`src/rtl/bcd_pkg.sv`:
```
// Shared BCD digit definitions for the decimal datapath.
package bcd_pkg;

    localparam int BCD_DIGIT_W = 4;
    localparam logic [BCD_DIGIT_W-1:0] BCD_MAX  = 4'd9;
    localparam logic [BCD_DIGIT_W-1:0] BCD_CORR = 4'd6;

    typedef logic [BCD_DIGIT_W-1:0] bcd_digit_t;

    function automatic bcd_digit_t nines(input bcd_digit_t d);
        return BCD_MAX - d;
    endfunction

endpackage

```
`src/rtl/bcd_addsub_pipe_if.sv`:
```
// Operand/result handshake bundle for bcd_addsub_pipe.
interface bcd_addsub_pipe_if #(parameter int DIGITS = 5);
    import bcd_pkg::*;

    localparam int W = BCD_DIGIT_W * DIGITS;

    logic         in_valid;
    logic         in_ready;
    logic [W-1:0] in_a;
    logic [W-1:0] in_b;
    logic         in_sub;
    logic         in_cin;
    logic         out_valid;
    logic         out_ready;
    logic [W-1:0] out_sum;
    logic         out_cout;
    logic         out_err;

    modport master (
        output in_valid, in_a, in_b, in_sub, in_cin, out_ready,
        input  in_ready, out_valid, out_sum, out_cout, out_err
    );

    modport slave (
        input  in_valid, in_a, in_b, in_sub, in_cin, out_ready,
        output in_ready, out_valid, out_sum, out_cout, out_err
    );

endinterface

```
`src/rtl/bcd_digit_cell.sv`:
```
// Combinational one-digit BCD adder with decimal-adjust.
module bcd_digit_cell
    import bcd_pkg::*;
(
    input  bcd_digit_t a,
    input  bcd_digit_t b,
    input  logic       cin,
    output bcd_digit_t s,
    output logic       cout
);

    logic [BCD_DIGIT_W:0] bin;

    always_comb begin
        bin  = {1'b0, a} + {1'b0, b} + {{BCD_DIGIT_W{1'b0}}, cin};
        cout = (bin > {1'b0, BCD_MAX});
        s    = cout ? (bin[BCD_DIGIT_W-1:0] + BCD_CORR) : bin[BCD_DIGIT_W-1:0];
    end

endmodule

```
`src/rtl/bcd_addsub_pipe.sv`:
```
// Carry-skewed pipelined N-digit packed-BCD adder/subtractor.
// Optional invalid-digit flag is built only when BCD_DIGIT_CHECK_EN is defined.
module bcd_addsub_pipe
    import bcd_pkg::*;
#(
    parameter int DIGITS           = 5,
    parameter int DIGITS_PER_STAGE = 1
)(
    input  logic               clk,
    input  logic               rst_n,
    bcd_addsub_pipe_if.slave   bus
);

    localparam int W      = BCD_DIGIT_W * DIGITS;
    localparam int STAGES = (DIGITS + DIGITS_PER_STAGE - 1) / DIGITS_PER_STAGE;

    logic              adv;
    logic [STAGES-1:0] vld_r;
    logic [STAGES-1:0] c_r;
    logic [W-1:0]      a_r   [STAGES];
    logic [W-1:0]      b_r   [STAGES];
    logic [W-1:0]      s_r   [STAGES];

    logic [W-1:0]      b_eff;
    logic [W-1:0]      src_a [STAGES];
    logic [W-1:0]      src_b [STAGES];
    logic [W-1:0]      src_s [STAGES];
    logic [W-1:0]      nxt_s [STAGES];
    logic [STAGES-1:0] src_c;
    logic [STAGES-1:0] src_v;
    logic [STAGES-1:0] grp_c;

    logic [DIGITS-1:0] dcin;
    logic [DIGITS-1:0] cc;
    bcd_digit_t        ds    [DIGITS];

    assign adv          = bus.out_ready | ~bus.out_valid;
    assign bus.in_ready = adv;

    // Subtraction is folded in at entry: nines-complement B and force carry-in.
    always_comb begin
        b_eff = bus.in_b;
        if (bus.in_sub) begin
            for (int i = 0; i < DIGITS; i++)
                b_eff[i*BCD_DIGIT_W +: BCD_DIGIT_W] = nines(bus.in_b[i*BCD_DIGIT_W +: BCD_DIGIT_W]);
        end
    end

    always_comb begin
        src_a[0] = bus.in_a;
        src_b[0] = b_eff;
        src_s[0] = '0;
        src_c[0] = bus.in_sub ? 1'b1 : bus.in_cin;
        src_v[0] = bus.in_valid;
        for (int k = 1; k < STAGES; k++) begin
            src_a[k] = a_r[k-1];
            src_b[k] = b_r[k-1];
            src_s[k] = s_r[k-1];
            src_c[k] = c_r[k-1];
            src_v[k] = vld_r[k-1];
        end
    end

    for (genvar i = 0; i < DIGITS; i++) begin : g_cell
        localparam int G = i / DIGITS_PER_STAGE;
        if (i % DIGITS_PER_STAGE == 0) begin : g_head
            assign dcin[i] = src_c[G];
        end else begin : g_chain
            assign dcin[i] = cc[i-1];
        end
        bcd_digit_cell u_cell (
            .a    (src_a[G][i*BCD_DIGIT_W +: BCD_DIGIT_W]),
            .b    (src_b[G][i*BCD_DIGIT_W +: BCD_DIGIT_W]),
            .cin  (dcin[i]),
            .s    (ds[i]),
            .cout (cc[i])
        );
    end

    for (genvar g = 0; g < STAGES; g++) begin : g_grp
        localparam int LAST = ((g + 1) * DIGITS_PER_STAGE < DIGITS)
                              ? (g + 1) * DIGITS_PER_STAGE - 1 : DIGITS - 1;
        assign grp_c[g] = cc[LAST];
    end

    // Each stage splices its freshly resolved digits into the running sum.
    always_comb begin
        for (int g = 0; g < STAGES; g++) begin
            nxt_s[g] = src_s[g];
            for (int i = 0; i < DIGITS; i++) begin
                if (i / DIGITS_PER_STAGE == g)
                    nxt_s[g][i*BCD_DIGIT_W +: BCD_DIGIT_W] = ds[i];
            end
        end
    end

    always_ff @(posedge clk or negedge rst_n) begin
        if (!rst_n) begin
            vld_r <= '0;
            c_r   <= '0;
            for (int k = 0; k < STAGES; k++) begin
                a_r[k] <= '0;
                b_r[k] <= '0;
                s_r[k] <= '0;
            end
        end else if (adv) begin
            vld_r <= src_v;
            c_r   <= grp_c;
            for (int k = 0; k < STAGES; k++) begin
                a_r[k] <= src_a[k];
                b_r[k] <= src_b[k];
                s_r[k] <= nxt_s[k];
            end
        end
    end

    assign bus.out_valid = vld_r[STAGES-1];
    assign bus.out_sum   = s_r[STAGES-1];
    assign bus.out_cout  = c_r[STAGES-1];

`ifdef BCD_DIGIT_CHECK_EN
    logic              in_err;
    logic [STAGES-1:0] e_r;

    always_comb begin
        in_err = 1'b0;
        for (int i = 0; i < DIGITS; i++) begin
            if ((bus.in_a[i*BCD_DIGIT_W +: BCD_DIGIT_W] > BCD_MAX) ||
                (bus.in_b[i*BCD_DIGIT_W +: BCD_DIGIT_W] > BCD_MAX))
                in_err = 1'b1;
        end
    end

    always_ff @(posedge clk or negedge rst_n) begin
        if (!rst_n) begin
            e_r <= '0;
        end else if (adv) begin
            e_r[0] <= in_err;
            for (int k = 1; k < STAGES; k++)
                e_r[k] <= e_r[k-1];
        end
    end

    assign bus.out_err = e_r[STAGES-1];
`else
    assign bus.out_err = 1'b0;
`endif

endmodule

```
`src/flat_wrapper.sv`:
```
// flat-port wrapper written by rule: the top's interface ports become plain ports
module bcd_addsub_pipe_flat import bcd_pkg::*;
#(
    parameter int DIGITS           = 5,
    parameter int DIGITS_PER_STAGE = 1
)
  (clk, rst_n, bus_in_valid, bus_in_a, bus_in_b, bus_in_sub, bus_in_cin, bus_out_ready, bus_in_ready, bus_out_valid, bus_out_sum, bus_out_cout, bus_out_err);
  bcd_addsub_pipe_if #(.DIGITS(DIGITS)) bus_i ();
  input  logic clk;
  input  logic rst_n;
  input wire logic [$bits(bus_i.in_valid)-1:0] bus_in_valid;
  input wire logic [$bits(bus_i.in_a)-1:0] bus_in_a;
  input wire logic [$bits(bus_i.in_b)-1:0] bus_in_b;
  input wire logic [$bits(bus_i.in_sub)-1:0] bus_in_sub;
  input wire logic [$bits(bus_i.in_cin)-1:0] bus_in_cin;
  input wire logic [$bits(bus_i.out_ready)-1:0] bus_out_ready;
  output wire logic [$bits(bus_i.in_ready)-1:0] bus_in_ready;
  output wire logic [$bits(bus_i.out_valid)-1:0] bus_out_valid;
  output wire logic [$bits(bus_i.out_sum)-1:0] bus_out_sum;
  output wire logic [$bits(bus_i.out_cout)-1:0] bus_out_cout;
  output wire logic [$bits(bus_i.out_err)-1:0] bus_out_err;
  assign bus_i.in_valid = bus_in_valid;
  assign bus_i.in_a = bus_in_a;
  assign bus_i.in_b = bus_in_b;
  assign bus_i.in_sub = bus_in_sub;
  assign bus_i.in_cin = bus_in_cin;
  assign bus_i.out_ready = bus_out_ready;
  assign bus_in_ready = bus_i.in_ready;
  assign bus_out_valid = bus_i.out_valid;
  assign bus_out_sum = bus_i.out_sum;
  assign bus_out_cout = bus_i.out_cout;
  assign bus_out_err = bus_i.out_err;
  bcd_addsub_pipe #(.DIGITS(DIGITS), .DIGITS_PER_STAGE(DIGITS_PER_STAGE)) u_core (.clk(clk), .rst_n(rst_n), .bus(bus_i));
endmodule
```
`config.mk`:
```
export PLATFORM = sky130hd
export DESIGN_NAME = bcd_addsub_pipe_flat
export DESIGN_NICKNAME = d
export VERILOG_FILES = /design/src/rtl/bcd_pkg.sv /design/src/rtl/bcd_addsub_pipe_if.sv /design/src/rtl/bcd_digit_cell.sv /design/src/rtl/bcd_addsub_pipe.sv /design/src/flat_wrapper.sv
export SDC_FILE = /design/constraint.sdc
export NUM_CORES = 1
export LEC_CHECK = 0
export CAP_MARGIN = 20
export CORE_UTILIZATION = 50
export CTS_BUF_LIST = sky130_fd_sc_hd__clkbuf_8
export DETAILED_ROUTE_END_ITERATION = 16
export PLACE_DENSITY = 0.71
export SLEW_MARGIN = 15
export SYNTH_ARGS = -nofsm -noshare
export SYNTH_HDL_FRONTEND = slang
export SYNTH_SLANG_ARGS = --single-unit
export TNS_END_PERCENT = 100
```
`constraint.sdc`:
```
create_clock -name clk -period 4.95 [get_ports clk]
set_input_delay 0.99 -clock clk [delete_from_list [all_inputs] [get_ports clk]]
set_output_delay 0.99 -clock clk [all_outputs]
set_load 0.005 [all_outputs]
```
==> impl_results.md, run 1 <==
* Unrepaired setup endpoints after global routing: no
* DR pass1 iterations at 4
* Total number of vias at about 5,000
* Root buf cell: clkbuf_8
* Crit Path Max Fanout at 4
* Setup WS post-layout at ~1.2 ns
* Number of clock sinks at 150
* Sw Share at 0.380
* Drt drc at 0
* Largest net degree at the start of global routing at 121
* Max Fclk at around 260 MHz
* Vias in the first global route at 5,028
* Flip-flop and latch count after synthesis at 150
* Die Wd at about 120 um
* Critical path's slowest cell: clkdlybuf4s50_1
* Hold buffer count at cts at 0
* Cell Area, Placed at roughly 8000 sq um
* Worst-Margin Slew at around 0.86 ns
* Power per Cell Area at 704 nW/um^2
* Chip height at around 120 um
* Die area at 14,400 sq um
* Post-synth net total at 856
* Setup tns final at 0 ns
* Grt ovf at 0
* Routed len/inst at between 10 and 15 um
* Comb power frac at 0.465
* Ports at 70
* Switching pwr at 0.00221 W
* Reg-to-reg setup timing slack at just under 2 ns
* Synth Instances at between 700 and 800
* Cell-internal power at approximately 0.0036 W
* Routed WL at between 10,000 and 15,000 um
* Pleak at 4.22 nW
* Number of H-tree levels at 4
* Vias per cell at roughly 5
* Tightest Hold Check Type: in -> async
* Final Hold Fails at 0
* Port-buffer cells at roughly 70
* Crit Path Class: in -> reg
* Max VDD drop at about 270 uV
* Antenna violations before repair at 0
* Sequential area share after synthesis at 0.538
* Worst Clk Skew at 0.00787 ns
* Cell variety after synth at 39
* Clock-pin slew on the worst setup and hold paths at about 0.07 ns
* Min cycle time layout at between 3 and 4 ns
* CP startpoint kind: primary input
* Post-CTS repair timing setup buffer count at 0
* Layout cells sized above 1 at 0.0521
* Slew HR at 0.425
* Syn Area/Cell at 9.01 sq um
* R2R depth at 9
* RR Endpoint: u_core.bus.out_sum[17]
* Post-synth EDFFs at 0
* Starting Density at 0.519
* Area of the core at 13,500 sq um
* Synth async-reset ratio at 1.00
* Rows at 42
* Layout overhead on the synthesized area at 18.0%
* Post-detail-place hpwl at 8360 um
* Pre-CTS setup slack at approximately 0.73 ns
* Antenna Nets Post-Route at 0
* Setup violations, final at 0
* Deepest clock path buffer count at 2
* Top_reg_cell synth: dfrtp_1
* CP required at 5.25 ns
* GP Congestion at around 0.76
* Clock network fraction of design power at 0.171
* Crit path top cell by count: fa_1
* Iteration-0 DRC Markers at between 300 and 400
* Post-Syn Area at 6980 sq um
* PostCTS Resize Cnt at 0
* CP bufs+invs at 1
* R2r startpoint: u_core.c_r[3]
* Critical Path AT at between 4 and 5 ns
* Crit. End Element: flip-flop
* Slew Limit Fails at 0
* Crit path max-delay family: adder cells
* Final instance area at between 8000 and 9000 sq um
* Final net count at slightly above 900
* Total power at about 0.0058 W
* Synthesis Warnings at 0
* CTS tree: built
* Max_cap viols at 0
* Status: complete, no violations
* Period utilisation layout at 0.763
* ANT cells at 0
* Delay of the slowest critical-path stage at 0.50 ns
* First-pass GRT wire length at about 22,000 um
* Sequential share of power at 0.364
* Clock Latency Late Sink at 0.45 ns
* GRT Overall Usage at 0.189
* Worst path cell trace: clkdlybuf4s50_1 -> or2_2 -> fa_1 -> fa_1 -> xnor2_1 -> ha_1 -> nor2b_1 -> a31o_1 -> a2111oi_0 -> nand2b_1 -> a21oi_1
* TritonCTS Buffers at 17
kinds of logic after synthesis:
| group | share of synthesized area |
|---|---|
| and+or+nand+nor | 0.246 |
| DFF | 0.538 |
| AOI/OAI and AO/OA | 0.0694 |
| buffers and inverters | 0.0303 |
| adders and majority gates | 0.0735 |
| xor gates and xnor gates | 0.0251 |
| muxes | 0.0172 |
| other | 0.000537 |
cell usage after synthesis (all sizes together), types with 8 or more instances:
cell,instances,area share
a21o,13,0.014
a21oi,17,0.014
buf,11,0.0072
clkbuf,26,0.014
dfrtp,150,0.54
fa,10,0.029
ha,25,0.045
inv,17,0.0091
mux2i,12,0.017
nand2,369,0.20
nor2,22,0.012
nor2b,10,0.0090
o21ai,17,0.012
or3,8,0.0072
xnor2,15,0.019
through the flow:
stage / utilization / std cells / hold slack, ns
2_1_floorplan: - / 775 / 0.430
3_3_place_gp: 0.579 / 987 / 0.441
3_5_place_dp: 0.579 / 987 / 0.452
4_1_cts: 0.610 / 1019 / 0.467
5_1_grt: 0.612 / 1020 / 0.480
6_report: 0.612 / 1020 / 0.468
power by group through the flow:
stage / Clock, W / Sequential, W / Combinational (W)
floorplan: 0 / 0.00206 / 0.00203
global placement: 0 / 0.00211 / 0.00252
detailed placement: 0 / 0.00213 / 0.00268
CTS: 0.00101 / 0.00211 / 0.00270
global route: 0.00106 / 0.00219 / 0.00307
finish: 0.000991 / 0.00211 / 0.00270
worst max path at each step:
stage               startpoint  cells past startpoint                to
global placement    bus_in_sub                     11  u_core.nxt_s[62]
detailed placement  bus_in_sub                     11  u_core.nxt_s[63]
finish              bus_in_sub                     11  u_core.nxt_s[63]
CTS                 bus_in_sub                     11  u_core.nxt_s[63]
floorplan           bus_in_sub                     12  u_core.nxt_s[62]
global route        bus_in_sub                     11  u_core.nxt_s[62]
flip-flops by register name (all words and copies together), names as in the netlist:
signal              cells
u_core.a_r             40
u_core.b_r             40
u_core.bus.out_sum     20
u_core.c_r              5
u_core.nxt_s           40
u_core.vld_r            5
final cells by class:
| cell class | count | area, sq um |
|---|---|---|
| Clock buffer | 19 | 262 |
| Clock inverter | 13 | 164 |
| Inverter | 17 | 66.3 |
| Sequential cell | 150 | 3750 |
| Tap cell | 176 | 220 |
| Multi-Input combinational cell | 571 | 3020 |
| Fill cell | 1238 | 5220 |
| Timing Repair Buffer | 74 | 747 |
per-layer routing:
metal | vias up | wire [um] | GRT usage | part of all wire
li1 | 2586 | - | - | -
met1 | 2415 | 6070 | 0.241 | 0.48
met2 | 107 | 5900 | 0.309 | 0.47
met3 | 10 | 504 | 0.0499 | 0.040
met4 | 0 | 97 | 0.0695 | 0.0077
met5 | - | 0 | 0 | 0
cells in the final DEF (no fill, tap or decap), types with 10 or more instances in the layout:
master,n
xnor2_1,15
fa_1,10
nand2_1,369
mux2i_1,12
a21oi_1,13
clkbuf_8,19
o21ai_0,17
inv_1,20
nor2_1,22
clkdlybuf4s50_1,67
dfrtp_1,150
a21o_1,12
ha_1,25
Note: power is estimated with default switching activity, not from simulation.
==> run 2: changes to the inputs <==
--- a/config.mk
+++ b/config.mk
@@ -9,7 +9,7 @@
 export CORE_UTILIZATION = 50
 export CTS_BUF_LIST = sky130_fd_sc_hd__clkbuf_8
 export DETAILED_ROUTE_END_ITERATION = 16
-export PLACE_DENSITY = 0.71
+export PLACE_DENSITY = 0.74
 export SLEW_MARGIN = 15
 export SYNTH_ARGS = -nofsm -noshare
 export SYNTH_HDL_FRONTEND = slang
==> constraint.sdc (replaced) <==
create_clock -name clk -period 3.25 [get_ports clk]
set_input_delay 0.65 -clock clk [delete_from_list [all_inputs] [get_ports clk]]
set_output_delay 0.65 -clock clk [all_outputs]
set_load 0.005 [all_outputs]
==> run 2 against run 1 <==
Against the previous run: register-to-register slack got worse by 1.7 ns; sequential cell count did not move; final area rose by 1.1%; clock power rose by 54%; setup slack got worse by 1.1 ns; worst hold slack got worse by 0.25 ns; core utilization rose by 0.67 points; first-iteration DRC count rose by 5.5%; power rose by 53%; combinational power rose by 53%.
==> impl_results.md, run 2 (same netlist as run 1, synthesis figures left out) <==
* First-pass GRT wire length at 22,500 um (+2.4%)
* Power per Cell Area at 1070 nW/um^2 (+51%)
* CTS tree: built
* Final std cells w/o fill at 1,026 (+0.59%)
* Clock network fraction of design power at 0.172 (about the same)
* Placed Cells at 994 (+0.71%)
* Port-buffer cells at 68 (unchanged)
* Area of the core at 13,500 sq um (unchanged)
* Worst-Margin Slew at 0.703 ns (-0.160 ns)
* Routed WL at 12,700 um (+0.78%)
* Clock-pin slew on the worst setup and hold paths at 0.08 ns (about the same)
* Pleak at 4.25 nW (+0.75%)
* Rows at 42 (unchanged)
* Total power at 0.00887 W (+53%)
* Setup WS post-layout at 0.0713 ns (-1.10 ns)
* Iteration-0 DRC Markers at 326 (+5.5%)
* DR pass1 iterations at 4 (unchanged)
* CP startpoint kind: primary input
* Status: complete, no violations
* ANT cells at 0 (unchanged)
* Fillers at 1,189 (-4.0%)
* Post-detail-place hpwl at 8600 um (+2.9%)
* Crit Path Class: in -> reg
* Routed len/inst at 12.4 um (+0.19%)
* Period utilisation layout at 0.978
* Ports at 70 (unchanged)
* Most frequent cells in the layout: nand2_1 (369), dfrtp_1 (150), clkdlybuf4s50_1 (66), ha_1 (24), nor2_1 (22)
* Crit Path Max Fanout at 4 (unchanged)
* Post-CTS repair timing setup buffer count at 0 (unchanged)
* GP Congestion at 0.764 (about the same)
* Starting Density at 0.519 (unchanged)
* Chip height at 120 um (unchanged)
* Sequential share of power at 0.362 (-0.002)
* Tightest Hold Check Type: in -> async
* Switching pwr at 0.00334 W (+51%)
* Cell-internal power at 0.00553 W (+54%)
* Reg-to-reg setup timing slack at 0.28 ns (-1.67 ns)
* Unrepaired setup endpoints after global routing: no
* Vias per cell at 5.05 (+0.56%)
* Grt ovf at 0 (unchanged)
* Layout overhead on the synthesized area at 19.3%
* Max Fclk at about 310 MHz
* Root buf cell: clkbuf_8
* Pre-CTS setup slack at -0.562 ns (-1.29 ns)
* Die area at 14,400 sq um (unchanged)
* Max VDD drop at 453 uV (+70%)
* TritonCTS Buffers at 17 (unchanged)
* Antenna Nets Post-Route at 0 (unchanged)
* Setup violations, final at 0 (unchanged)
* Comb power frac at 0.466 (about the same)
* CP required at 3.58 ns (-1.67 ns)
* Crit. End Element: flip-flop
* Die Wd at 120 um (unchanged)
* Vias in the first global route at 5,230 (+4.0%)
* Deepest clock path buffer count at 2 (unchanged)
* Number of H-tree levels at 4 (unchanged)
* Final net count at 918 (+0.66%)
* Slew Limit Fails at 0 (unchanged)
* Antenna violations before repair at 0 (unchanged)
* Worst Clk Skew at 0.00606 ns (-0.00182 ns)
* Total number of vias at 5,177 (+1.2%)
* Clock Latency Late Sink at 0.44 ns (about the same)
* Layout cells sized above 1 at 0.0647 (+0.0126)
* Drt drc at 0 (unchanged)
* Sw Share at 0.376 (-0.00392)
* GRT Overall Usage at 0.195 (+0.00610)
* Final Hold Fails at 0 (unchanged)
* Critical Path AT at 3.51 ns (-0.57 ns)
* Largest net degree at the start of global routing at 170 (+40%)
* Commonest non-fill, non-tap cell in the layout: nand2_1
* Number of clock sinks at 150 (unchanged)
* Slew HR at 0.531 (+0.106)
* Min cycle time layout at between 3 and 4 ns
* Max_cap viols at 0 (unchanged)
==> run 2: changes by cell type in the layout (fill, tap and decap cells not counted), sizes merged <==
cell	before	now
clkbuf	19	20
buf	7	13
clkinv	5	4
clkdlybuf4s50	67	66
clkinvlp	0	1
inv	21	20
dlygate4sd2	0	1
==> run 2: worst paths after layout <==
| kind | start | to | cells past startpoint |
|---|---|---|---|
| max | bus_in_cin | u_core.nxt_s[62] | 11 |
| min | rst_n | u_core.bus.out_sum[18] | 1 |
| max reg2reg | u_core.c_r[1] | u_core.nxt_s[29] | 9 |
| min reg2reg | u_core.vld_r[3] | u_core.vld_r[4] | 1 |
| max in group asynchronous | rst_n | u_core.b_r[74] | 2 |
| min in group clk | u_core.vld_r[3] | u_core.vld_r[4] | 1 |
==> run 2: power by group through the flow <==
stage / sequential (W) / combinational [W] / clock, W
after CTS: 0.00322 / 0.00416 / 0.00157
after detailed placement: 0.00325 / 0.00413 / 0
after floorplan: 0.00314 / 0.00310 / 0
final: 0.00321 / 0.00413 / 0.00153
after global placement: 0.00322 / 0.00392 / 0
after global routing: 0.00332 / 0.00474 / 0.00164
==> run 2: layout make-up <==
type,instances,area (sq um),share of cell area
well taps,176,220,0.0264
clock buffers,20,275,0.0331
repair buffers,80,808,0.0971
multi-input cells,571,3040,0.366
clock inverters,12,159,0.0191
flip-flops and latches,150,3750,0.451
inverters,17,66.3,0.00796
==> run 2: metrics by stage <==
| step | utilization | setup TNS, ns | hold slack [ns] | cell area [sq um] |
|---|---|---|---|---|
| floorplan | - | -0.0930 | 0.354 | 7020 |
| global placement | 0.587 | -1.39 | 0.442 | 7890 |
| detailed placement | 0.587 | -1.80 | 0.450 | 7890 |
| CTS | 0.619 | 0 | 0.210 | 8330 |
| global route | 0.619 | 0 | 0.242 | 8330 |
| finish | 0.619 | 0 | 0.215 | 8330 |
==> run 2: repair_timing <==
item	4_1_cts	5_1_grt
endpoints found under the setup margin	1	0
endpoints found under the hold margin	0	0
gates resized for setup	1	0
hold buffers	0	0
==> run 2: critical path, cell delays in order <==
cell and delay, ns:
clkdlybuf4s50_1 0.41, or2_4 0.26, fa_2 0.42, fa_2 0.57, inv_2 0.06, ha_4 0.15
nor2b_1 0.12, a31o_1 0.22, o31ai_4 0.30, nor3_1 0.08, a221o_1 0.28
==> run 2: per-layer routing <==
layer / global-route usage / share of wire
met1: 0.230 / 0.46
met2: 0.338 / 0.48
met3: 0.0418 / 0.034
met4: 0.0945 / 0.018
met5: 0 / 0
==> run 3: changes to the inputs <==
--- a/config.mk
+++ b/config.mk
@@ -6,10 +6,11 @@
 export NUM_CORES = 1
 export LEC_CHECK = 0
 export CAP_MARGIN = 20
-export CORE_UTILIZATION = 50
+export CORE_UTILIZATION = 53
 export CTS_BUF_LIST = sky130_fd_sc_hd__clkbuf_8
 export DETAILED_ROUTE_END_ITERATION = 16
-export PLACE_DENSITY = 0.74
+export MAX_ROUTING_LAYER = met4
+export PLACE_DENSITY = 0.78
 export SLEW_MARGIN = 15
 export SYNTH_ARGS = -nofsm -noshare
 export SYNTH_HDL_FRONTEND = slang
==> run 3 against run 2 <==
Against the previous run: setup slack improved by 0.0056 ns; via count fell by 0.25%; maximum frequency rose by 0.18%; power rose by 1.2%; clock skew rose by 0.0030 ns; core utilization rose by 3.7 points; die area fell by 5.6%; critical endpoint unchanged; largest power group unchanged.
==> impl_results.md, run 3 (same netlist as run 1, synthesis figures left out) <==
* Status: complete, no violations
* Crit path top cell by count: fa_2
* Commonest non-fill, non-tap cell in the layout: nand2_1
* Antenna violations before repair at 0 (unchanged)
* Setup violations, final at 0 (unchanged)
* Crit. Startpoint: bus_in_cin
* ANT cells at 0 (unchanged)
* Post-detail-place hpwl at 8670 um (+0.74%)
* Root buf cell: clkbuf_8
* Vias in the first global route at 5,227 (-0.057%)
* Sequential share of power at 0.359 (-0.003)
* Crit path max-delay family: adder cells
* Max Fclk at 315 MHz (+0.18%)
* Hold buffer count at cts at 0 (unchanged)
* Layout overhead on the synthesized area at 19.6%
* Post-CTS repair timing setup buffer count at 0 (unchanged)
* Area of the core at 12,700 sq um (-5.4%)
* CP bufs+invs at 1 (-1)
* Pleak at 4.26 nW (+0.29%)
* Starting Density at 0.549 (+0.0298)
* Routed len/inst at 12.9 um (+4.3%)
* GP Congestion at 0.801 (+4.7%)
* Post-layout util at 0.656 (+0.0372)
* RR Endpoint: u_core.nxt_s[45]
* CP startpoint kind: primary input
* Die area at 13,600 sq um (-5.6%)
* Clock network fraction of design power at 0.178 (+0.006)
* Vias per cell at 5.05 (about the same)
* Ports at 70 (unchanged)
* Grt ovf at 0 (unchanged)
* Crit. End Element: flip-flop
* Drt drc at 0 (unchanged)
* Chip height at 117 um (-2.8%)
* Setup WS post-layout at 0.0770 ns (+0.00565 ns)
* Worst Clk Skew at 0.00910 ns (+0.00304 ns)
* Worst path cell trace: clkdlybuf4s50_1 -> or2_4 -> fa_2 -> fa_2 -> xnor2_1 -> ha_4 -> nor2b_1 -> a31o_1 -> o31ai_4 -> nor3_1 -> a221o_1
* Slew HR at 0.404 (-0.127)
* Sw Share at 0.378 (+0.00203)
* Comb power frac at 0.463 (-0.003)
* Routed WL at 13,200 um (+4.0%)
* Clock-pin slew on the worst setup and hold paths at 0.07 ns (about the same)
* Crit Path Class: in -> reg
* Pre-CTS setup slack at -0.581 ns (-0.0190 ns)
* CTS tree: built
* GRT Overall Usage at 0.223 (+0.0273)
* Reg-to-reg setup timing slack at 0.21 ns (-0.07 ns)
* R2r startpoint: u_core.c_r[0]
* CP required at 3.58 ns (about the same)
* Min cycle time layout at 3.17 ns (-0.00565 ns)
* Total number of vias at 5,164 (-0.25%)
* First-pass GRT wire length at 22,900 um (+1.8%)
* Worst-Margin Slew at 0.894 ns (+0.190 ns)
* Crit path depth at 11 (unchanged)
* Layout cells sized above 1 at 0.0682 (+0.00345)
* Max VDD drop at 421 uV (-7.0%)
* Number of clock sinks at 150 (unchanged)
* Iteration-0 DRC Markers at 333 (+2.1%)
* Most frequent cells in the layout: nand2_1 (369), dfrtp_1 (150), clkdlybuf4s50_1 (66), ha_1 (24)
* Multi-input logic area at 3050 sq um (about the same)
* Slew Limit Fails at 0 (unchanged)
* Cell Area, Placed at 7900 sq um (about the same)
* Antenna Nets Post-Route at 0 (unchanged)
* Period utilisation layout at 0.976 (-0.00174)
* FF+latch area at 3750 sq um (unchanged)
* Tightest Hold Check Type: in -> async
* Max_cap viols at 0 (unchanged)
* Die Wd at 117 um (-2.8%)
* Crit Path Max Fanout at 4 (unchanged)
* Port-buffer cells at 68 (unchanged)
* Largest net degree at the start of global routing at 170 (unchanged)
* Critical Path AT at 3.51 ns (about the same)
* DR pass1 iterations at 5 (+1)
* Final std cells w/o fill at 1,023 (-0.29%)
* Placed Cells at 991 (-0.30%)
* Power per Cell Area at 1080 nW/um^2 (+0.94%)
* CP endpoint: u_core.nxt_s[62]
* Number of H-tree levels at 4 (unchanged)
* Rows at 41 (-2.4%)
* Critical path's slowest cell: fa_2
* Fillers at 1,076 (-9.5%)
* Final Hold Fails at 0 (unchanged)
* Setup tns final at 0 ns (unchanged)
* Deepest clock path buffer count at 2 (unchanged)
* Clock Latency Late Sink at 0.45 ns (about the same)
* Switching pwr at 0.00340 W (+1.7%)
* Cell-internal power at 0.00558 W (+0.87%)
* Final instance area at 8350 sq um (+0.26%)
* R2R depth at 9 (unchanged)
* TritonCTS Buffers at 17 (unchanged)
* Final net count at 919 (+0.11%)
* Delay of the slowest critical-path stage at 0.42 ns (-0.15 ns)
run 3: layout make-up:
class / instances / share of cell area
inverters: 17 / 0.00794
well taps: 172 / 0.0258
multi-input cells: 571 / 0.365
clock buffers: 22 / 0.0363
clock inverters: 10 / 0.0178
flip-flops and latches: 150 / 0.450
repair buffers: 81 / 0.0977
run 3: routing by layer:
layer  vias up  global-route usage  wire, um
met5         -                   -         0
met4         0              0.0819       208
met3        19              0.0484       434
met2        89               0.381      6680
met1      2459               0.258      5850
li1       2597                   -         -
run 3: power by group through the flow:
stage,Sequential [W],Combinational [W],Clock (W)
detailed placement,0.00326,0.00412,0
floorplan,0.00314,0.00310,0
global placement,0.00322,0.00391,0
global route,0.00334,0.00474,0.00170
finish,0.00323,0.00416,0.00159
CTS,0.00323,0.00416,0.00162
run 3: worst min-delay path by stage:
stage                                        end  cells after the start
after floorplan                   u_core.a_r[36]                      0
after global placement           u_core.vld_r[3]                      2
after detailed placement         u_core.vld_r[4]                      1
after CTS                 u_core.bus.out_sum[17]                      1
after global routing              u_core.a_r[79]                      1
final                     u_core.bus.out_sum[17]                      1
run 3: stage by stage:
stage | hold WS, ns | power, W
global route | 0.364 | 0.00977
finish | 0.253 | 0.00898
floorplan | 0.354 | 0.00624
detailed placement | 0.453 | 0.00738
CTS | 0.329 | 0.00901
global placement | 0.441 | 0.00713
run 3: what timing repair did:
item,4_1_cts,5_1_grt
setup endpoints to repair,1,2
pin swaps,0,1
resized for setup,1,1
run 3: worst reg2reg max path, delay by kind of cell, from the launching register on:
| family | cells | cell delay, ns |
|---|---|---|
| xor+xnor | 1 | 0.30 |
| fa+ha+maj | 3 | 1.12 |
| flops | 1 | 0.41 |
| mux | 1 | 0.34 |
| simple gates | 4 | 0.73 |
